### config.mk
export PLATFORM = sky130hd
export DESIGN_NAME = mag2c_serial_flat
export DESIGN_NICKNAME = d
export VERILOG_FILES = /design/src/rtl/mag2c_serial_if.sv /design/src/rtl/mag2c_serial.sv /design/src/flat_wrapper.sv
export SDC_FILE = /design/constraint.sdc
export NUM_CORES = 1
export LEC_CHECK = 0
export ABC_AREA = 1
export CORE_ASPECT_RATIO = 0.75
export CORE_MARGIN = 5
export CORE_UTILIZATION = 50
export CTS_CLUSTER_SIZE = 8
export DETAILED_ROUTE_END_ITERATION = 6
export GPL_TIMING_DRIVEN = 0
export PLACE_DENSITY = 0.76
export SYNTH_ARGS = -nofsm -noshare
export SYNTH_HDL_FRONTEND = slang
export SYNTH_SLANG_ARGS = --single-unit
### constraint.sdc
create_clock -name clk -period 1.9 [get_ports clk]
set_clock_uncertainty 0.2 [all_clocks]
set_input_delay 0.285 -clock clk [delete_from_list [all_inputs] [get_ports clk]]
set_output_delay 0.285 -clock clk [all_outputs]
set_load 0.02 [all_outputs]
### src/rtl/mag2c_serial_if.sv
// Operand-in / result-out handshake bundle for the sign-magnitude to
// two's-complement converter.
interface mag2c_serial_if #(
  parameter int MAG_W = 16,
  parameter int OUT_W = 8
);
  logic             in_valid;
  logic             in_ready;
  logic             sign;
  logic [MAG_W-1:0] mag;
  logic             out_valid;
  logic             out_ready;
  logic [OUT_W-1:0] Dout;
  logic             ovf;

  modport master (
    output in_valid, sign, mag, out_ready,
    input  in_ready, out_valid, Dout, ovf
  );

  modport slave (
    input  in_valid, sign, mag, out_ready,
    output in_ready, out_valid, Dout, ovf
  );
endinterface

### src/rtl/mag2c_serial.sv
// Serial sign-magnitude to saturated two's-complement converter: negates the
// magnitude LSB first (copy through the first 1, invert the rest).
module mag2c_serial #(
  parameter int MAG_W = 16,
  parameter int OUT_W = 8
) (
  input  logic           clk,
  input  logic           rst_n,
  mag2c_serial_if.slave  bus
);
  localparam int CNT_W = $clog2(MAG_W);
  localparam logic [CNT_W-1:0] LAST    = CNT_W'(MAG_W - 1);
  localparam logic [MAG_W-1:0] LIM_NEG = MAG_W'(1) << (OUT_W - 1);
  localparam logic [MAG_W-1:0] LIM_POS = LIM_NEG - MAG_W'(1);
  localparam logic [OUT_W-1:0] SAT_NEG = {1'b1, {(OUT_W-1){1'b0}}};
  localparam logic [OUT_W-1:0] SAT_POS = ~SAT_NEG;

  typedef enum logic [1:0] {
    IDLE,
    SHIFT,
    DONE
  } state_t;

  state_t           state, state_nxt;
  logic [MAG_W-1:0] sr;
  logic [MAG_W-1:0] res;
  logic [CNT_W-1:0] cnt;
  logic             sgn;
  logic             seen_one;
  logic             ovf_r;
  logic             bit_in;
  logic             bit_out;
  logic             unused_res_hi;

  always_ff @(posedge clk or negedge rst_n) begin
    if (!rst_n) state <= IDLE;
    else        state <= state_nxt;
  end

  always_comb begin
    state_nxt = state;
    unique case (state)
      IDLE:    if (bus.in_valid)   state_nxt = SHIFT;
      SHIFT:   if (cnt == LAST)    state_nxt = DONE;
      DONE:    if (bus.out_ready)  state_nxt = IDLE;
      default:                     state_nxt = IDLE;
    endcase
  end

  // Once a 1 has passed through, every later bit of a negative operand flips.
  assign bit_in  = sr[0];
  assign bit_out = (sgn & seen_one) ? ~bit_in : bit_in;

  always_ff @(posedge clk or negedge rst_n) begin
    if (!rst_n) begin
      sr       <= '0;
      res      <= '0;
      cnt      <= '0;
      sgn      <= 1'b0;
      seen_one <= 1'b0;
      ovf_r    <= 1'b0;
    end else begin
      unique case (state)
        IDLE: begin
          if (bus.in_valid) begin
            sr       <= bus.mag;
            sgn      <= bus.sign;
            res      <= '0;
            cnt      <= '0;
            seen_one <= 1'b0;
            ovf_r    <= bus.sign ? (bus.mag > LIM_NEG) : (bus.mag > LIM_POS);
          end
        end
        SHIFT: begin
          res      <= {bit_out, res[MAG_W-1:1]};
          sr       <= sr >> 1;
          seen_one <= seen_one | bit_in;
          cnt      <= cnt + 1'b1;
        end
        default: ;
      endcase
    end
  end

  // Full-width negation is kept; only the low OUT_W bits reach the output.
  assign unused_res_hi = ^res[MAG_W-1:OUT_W];

  always_comb begin
    bus.in_ready  = (state == IDLE);
    bus.out_valid = (state == DONE);
    bus.Dout      = '0;
    bus.ovf       = 1'b0;
    if (state == DONE) begin
      bus.Dout = ovf_r ? (sgn ? SAT_NEG : SAT_POS) : res[OUT_W-1:0];
      bus.ovf  = ovf_r;
    end
  end
endmodule

### src/flat_wrapper.sv
// flat-port wrapper written by rule: the top's interface ports become plain ports
module mag2c_serial_flat 
#(
  parameter int MAG_W = 16,
  parameter int OUT_W = 8
)
  (clk, rst_n, bus_in_valid, bus_sign, bus_mag, bus_out_ready, bus_in_ready, bus_out_valid, bus_Dout, bus_ovf);
  mag2c_serial_if #(.MAG_W(MAG_W), .OUT_W(OUT_W)) bus_i ();
  input  logic clk;
  input  logic rst_n;
  input wire logic [$bits(bus_i.in_valid)-1:0] bus_in_valid;
  input wire logic [$bits(bus_i.sign)-1:0] bus_sign;
  input wire logic [$bits(bus_i.mag)-1:0] bus_mag;
  input wire logic [$bits(bus_i.out_ready)-1:0] bus_out_ready;
  output wire logic [$bits(bus_i.in_ready)-1:0] bus_in_ready;
  output wire logic [$bits(bus_i.out_valid)-1:0] bus_out_valid;
  output wire logic [$bits(bus_i.Dout)-1:0] bus_Dout;
  output wire logic [$bits(bus_i.ovf)-1:0] bus_ovf;
  assign bus_i.in_valid = bus_in_valid;
  assign bus_i.sign = bus_sign;
  assign bus_i.mag = bus_mag;
  assign bus_i.out_ready = bus_out_ready;
  assign bus_in_ready = bus_i.in_ready;
  assign bus_out_valid = bus_i.out_valid;
  assign bus_Dout = bus_i.Dout;
  assign bus_ovf = bus_i.ovf;
  mag2c_serial #(.MAG_W(MAG_W), .OUT_W(OUT_W)) u_core (.clk(clk), .rst_n(rst_n), .bus(bus_i));
endmodule
==> impl_metrics.toml, run 1 <==
[worst_hold_path]
hold_start = "u_core.cnt[1]"
whs_path_depth = 2
min_to = "u_core.cnt[1]"
min_path_type = "register to register"

[floorplanning]
chipHeight_um = 62.8
io_pins = 32
core_area_um2 = 3610
start_util_pct = 51.5
rows = 19
dieArea_um2 = 5050
fp.dieW_um = 80.4

[grt]
grt_pass1_wl_um = 6740
groute.usage.overall_pct = 17.4
antenna_found_initial = 0
grt.overflow.total = 0
grt_pass1_vias = 1415
grt_max_degree = 42

[cells_and_area]
drive_above_1_share_pct = 19.0
area_growth_pct = 28.3
final_common_cell = "dfrtp_1"
diodes = 0
fillers = 315
final_util_pct = 66.0
final_cell_mix = "40 x dfrtp_1, 38 x inv_1, 30 x o22ai_1"
fin_nets = 268

[worst_setup_path]
path_class = "register to primary output"
worstPathArrival_ns = 1.34
startpoint_type = "register"
crit_fanout = 3
worstSetupEndpointType = "primary output"
cp_data_required_time_ns = 1.41
r2r_start = "u_core.state[0]"
reg2reg_depth = 8
reg2reg_setup_slack_ns = 0.11
r2r-end = "u_core.res[14]"

[timing]
fin_crit_sh_pct = 95.8
final_max_slew_viol_count = 0
timing.final.ws_setup_ns = 0.0797
period_needed_ns = 1.82
hold_viol = 0
relSlewSlack_pct = 41.1
tightest_slew_ns = 0.884
setup_tns_ns = 0
setup_violations = 0
fmax_mhz = 549

[synth]
yosysUniqueCellTypes = 21
ys_warn_count = 0
syn_nets = 226
yosys_register_bits = 41
ys_seq_area_share_pct = 55.2
synth_area_um2 = 1860
synth_top_cell_area_share_pct = 55.2
avgSynthCellArea_um2 = 9.11
yosys-top-cells-area = "dfrtp_1 55%, o22ai_1 10%, inv_1 8.3%"
postSynthCellCount = 204
synth_area_leader_cell = "dfrtp_1"

[cts]
cts_tree = "done"
cts_buffer_depth = 2
h-tree-depth = 2
worstSkewPairLatency_ns = 0.29
clkTransAtPathRegs_ns = 0.07
cts_sinks = 41
cts_buffers = 5
cts-root-buf = "clkbuf_8"

[routing]
route.detailed.drc = 0
first_pass_iters = 4
first_iter_violations = 124
avgRoutedWirePerCell_um = 13.2
antenna_left = 0
vias_per_cell = 4.97
vias = 1485
drt_wl_total_um = 3950

[status]
status = "finished clean"

[power]
leakage_uw = 0.00114
p_total_uw = 4020
powerDensity_nw_per_um2 = 1690
vdd_drop_max_mv = 0.882

[placed_design]
pre_cts_ws_ns = -0.348
gp_congestion = 0.749
port-buffer-count = 31
place_hpwl_um = 2690

[run]
cap_violations = 0
==> state kept, by name (all words and copies together), names as in the netlist <==
register and flops:
u_core.res 16, u_core.sr 16, u_core.cnt 4, u_core.state 2
u_core.ovf_r 1, u_core.seen_one 1, u_core.sgn 1
==> cells by family after synthesis <==
group                    count (synthesis)  share of synthesized area [%]
adder cells (fa/ha/maj)                  1                          0.673
AO/OA/AOI/OAI                           66                           21.6
flip-flops                              41                           55.2
AND/OR/NAND/NOR                         45                           10.9
buffers and inverters                   51                           11.6
==> cell type report <==
type / count / area (um^2) / share of cell area (%)
Buffer: 8 / 60.1 / 2.52
Clock buffer: 5 / 68.8 / 2.89
Clock inverter: 3 / 65.1 / 2.73
Inverter: 43 / 164 / 6.87
Multi-Input combinational cell: 112 / 631 / 26.4
Sequential cell: 41 / 1030 / 43.1
Tap cell: 52 / 65.1 / 2.73
Timing Repair Buffer: 35 / 304 / 12.7
==> synth_stat cells, drive strengths merged <==
library cell and n:
o21ai 10, buf 6, a31o 1, dfrtp 41
o22ai 30, inv 43, nand2 22, nand3 3
ha 1, clkbuf 2, nor2 20, a21oi 25
==> report_power, final <==
part,leakage (uW),internal [uW],switching [uW]
clock,0.0000681,522,298
sequential,0.000505,1260,193
combinational,0.000569,686,1070
==> worst max-delay path by stage <==
stage                          from             to  slack, ns  cells after the start
detailed placement  u_core.state[0]    bus_Dout[2]      -0.35                      6
finish              u_core.state[0]   bus_in_ready       0.08                      3
global route        u_core.state[0]    bus_Dout[1]     -0.002                      6
global placement              rst_n  u_core.sr[13]      -0.65                      1
floorplan           u_core.state[0]    bus_Dout[0]       0.07                      5
CTS                 u_core.state[0]    bus_Dout[7]      0.009                      6
==> per-stage QoR <==
stage	area, um^2	instances	hold WS (ns)
after floorplan	1860	204	-0.211
after global placement	2230	287	0.257
after detailed placement	2230	287	0.260
after CTS	2350	296	0.314
after global routing	2380	299	0.346
final	2380	299	0.309
==> critical path, cell delays in order (launching register included) <==
cell	delay [ns]
dfrtp_1	0.40
buf_4	0.15
nor2_4	0.14
dlygate4sd2_1	0.35
==> what timing repair did <==
item | CTS | global route
setup endpoints to repair | 11 | 9
resized for setup | 44 | 7
hold buffers | 1 | 0
hold endpoints to repair | 41 | 0
setup buffers | 0 | 3
==> per-layer routing <==
metal	routed length, um	GRT usage (%)	vias to the layer above
met5	0	0	-
met4	51	5.70	0
li1	-	-	750
met2	1810	24.8	22
met1	1940	25.7	707
met3	146	4.32	6
Power figures use the tool's default switching activity.
==> run 2, diff against run 1 <==
--- a/constraint.sdc
+++ b/constraint.sdc
@@ -4,2 +4,2 @@
 set_output_delay 0.285 -clock clk [all_outputs]
-set_load 0.02 [all_outputs]
+set_load 0.005 [all_outputs]
==> impl_metrics.toml, run 2 (synthesis results as in run 1) <==
[worst_setup_path]
path_class = "register to primary output"
cp_data_required_time_ns = 1.41
cpMostUsedCell = "inv_2"
cpPeakStageDelay_ns = 0.40
worstSetupEndpointType = "primary output"
cpMaxStageDelayCell = "dfrtp_1"
crit_fanout = 7
path_cells = "inv_2, nand2_4, inv_2, buf_4, o21ai_4, a21oi_2, clkbuf_2"
crit_family = "flip-flops"
critPathBufInv = 4
worstPathArrival_ns = 1.38
startpoint_type = "register"

[floorplanning]
chipHeight_um = 62.8
dieArea_um2 = 5050
core_area_um2 = 3610
start_util_pct = 51.5
rows = 19
fp.dieW_um = 80.4
io_pins = 32

[grt]
grt_max_degree = 42
antenna_found_initial = 0
grt.overflow.total = 0
grt_pass1_vias = 1446
groute.usage.overall_pct = 17.6
grt_pass1_wl_um = 6850

[cells_and_area]
fillers = 300
fin_nets = 272
drive_above_1_share_pct = 23.1
area_growth_pct = 31.6
reg.largest.list = "u_core.res x16, u_core.sr x16, u_core.cnt x4"
final_util_pct = 67.7
final_common_cell = "dfrtp_1"
diodes = 0
final_cell_mix = "40 x dfrtp_1, 38 x inv_1, 30 x o22ai_1"

[cts]
cts_tree = "done"
worstSkewPairLatency_ns = 0.29
cts-root-buf = "clkbuf_8"
cts_buffers = 5
clkTransAtPathRegs_ns = 0.07
h-tree-depth = 2
cts_buffer_depth = 2
cts_sinks = 41

[placed_design]
port-buffer-count = 31
pre_cts_ws_ns = -0.245
gp_congestion = 0.749
place_hpwl_um = 2690

[timing]
fmax_mhz = 535
hold_viol = 0
fin_crit_sh_pct = 98.3
setup_violations = 0
fin_hold_ws_ns = 0.314
timing.final.ws_setup_ns = 0.0316
final_max_slew_viol_count = 0
period_needed_ns = 1.87
relSlewSlack_pct = 41.0
tightest_slew_ns = 0.885
setup_tns_ns = 0

[status]
status = "finished clean"

[worst_hold_path]
min_path_type = "register to register"

[power]
powerDensity_nw_per_um2 = 1650
vdd_drop_max_mv = 0.891
seqPwrFrac_pct = 36.1
p_sw_share_pct = 37.5
power.internal_uw = 2520
combPwrFrac_pct = 43.6
leakage_uw = 0.00117
power_switching_uw = 1510
clockPowerShare_pct = 20.3
p_total_uw = 4030

[routing]
first_iter_violations = 104
vias_per_cell = 4.98
vias = 1509
route.detailed.drc = 0
avgRoutedWirePerCell_um = 13.6
antenna_left = 0
first_pass_iters = 4
drt_wl_total_um = 4120

[run]
cap_violations = 0
[run 2: cell count changes in the layout (fill, tap and decap cells not counted), sizes merged]
cell	change
buf	-2
clkbuf	+6
[run 2: what timing repair did]
action,4_1_cts,5_1_grt
hold buffers,1,0
setup endpoints to repair,11,8
hold endpoints to repair,41,0
resized for setup,32,19
buffers inserted,5,2
pin swaps,1,0
[run 2: layer usage]
metal	vias up	GRT usage [%]	share of wire, %
li1	759	-	-
met1	714	25.3	47
met2	28	25.4	47
met3	8	4.61	4.0
met4	0	6.54	1.7
met5	-	0	0
[run 2: path summary, 6_finish.rpt]
| check | startpoint | to | slack [ns] | cells after the start |
|---|---|---|---|---|
| setup / recovery | u_core.state[0] | bus_Dout[2] | 0.03 | 7 |
| hold / removal | u_core.cnt[1] | u_core.cnt[1] | 0.31 | 2 |
| setup reg to reg | u_core.state[0] | u_core.sr[3] | 0.04 | 6 |
| hold reg to reg | u_core.cnt[1] | u_core.cnt[1] | 0.31 | 2 |
| max in group asynchronous | rst_n | u_core.state[1] | 0.45 | 2 |
| min in group asynchronous | rst_n | u_core.res[2] | 0.45 | 2 |
[run 2: layout make-up]
type	count	area, um^2	share of cell area [%]
Clock buffer	5	68.8	2.81
Sequential cell	41	1030	42.0
Tap cell	52	65.1	2.66
Timing Repair Buffer	39	324	13.2
Buffer	8	70.1	2.86
Inverter	43	164	6.70
Multi-Input combinational cell	112	662	27.1
Clock inverter	3	65.1	2.66
[run 2: tightest hold or removal path, cell delays in order (launching register included)]
cell and delay [ns]:
dfrtp_1 0.38, nand2_1 0.06, nand2_1 0.05
[run 2: metrics by stage]
| step | area [um^2] | cells |
|---|---|---|
| floorplan | 1860 | 204 |
| global placement | 2230 | 287 |
| detailed placement | 2230 | 287 |
| CTS | 2430 | 301 |
| global route | 2450 | 303 |
| finish | 2450 | 303 |
[run 2: power groups by stage]
stage	clock network [uW]	logic, uW	registers, uW
finish	820	1760	1450
global route	871	1970	1500
CTS	832	1700	1450
detailed placement	0	1630	1470
global placement	0	1590	1450
floorplan	0	1170	1420
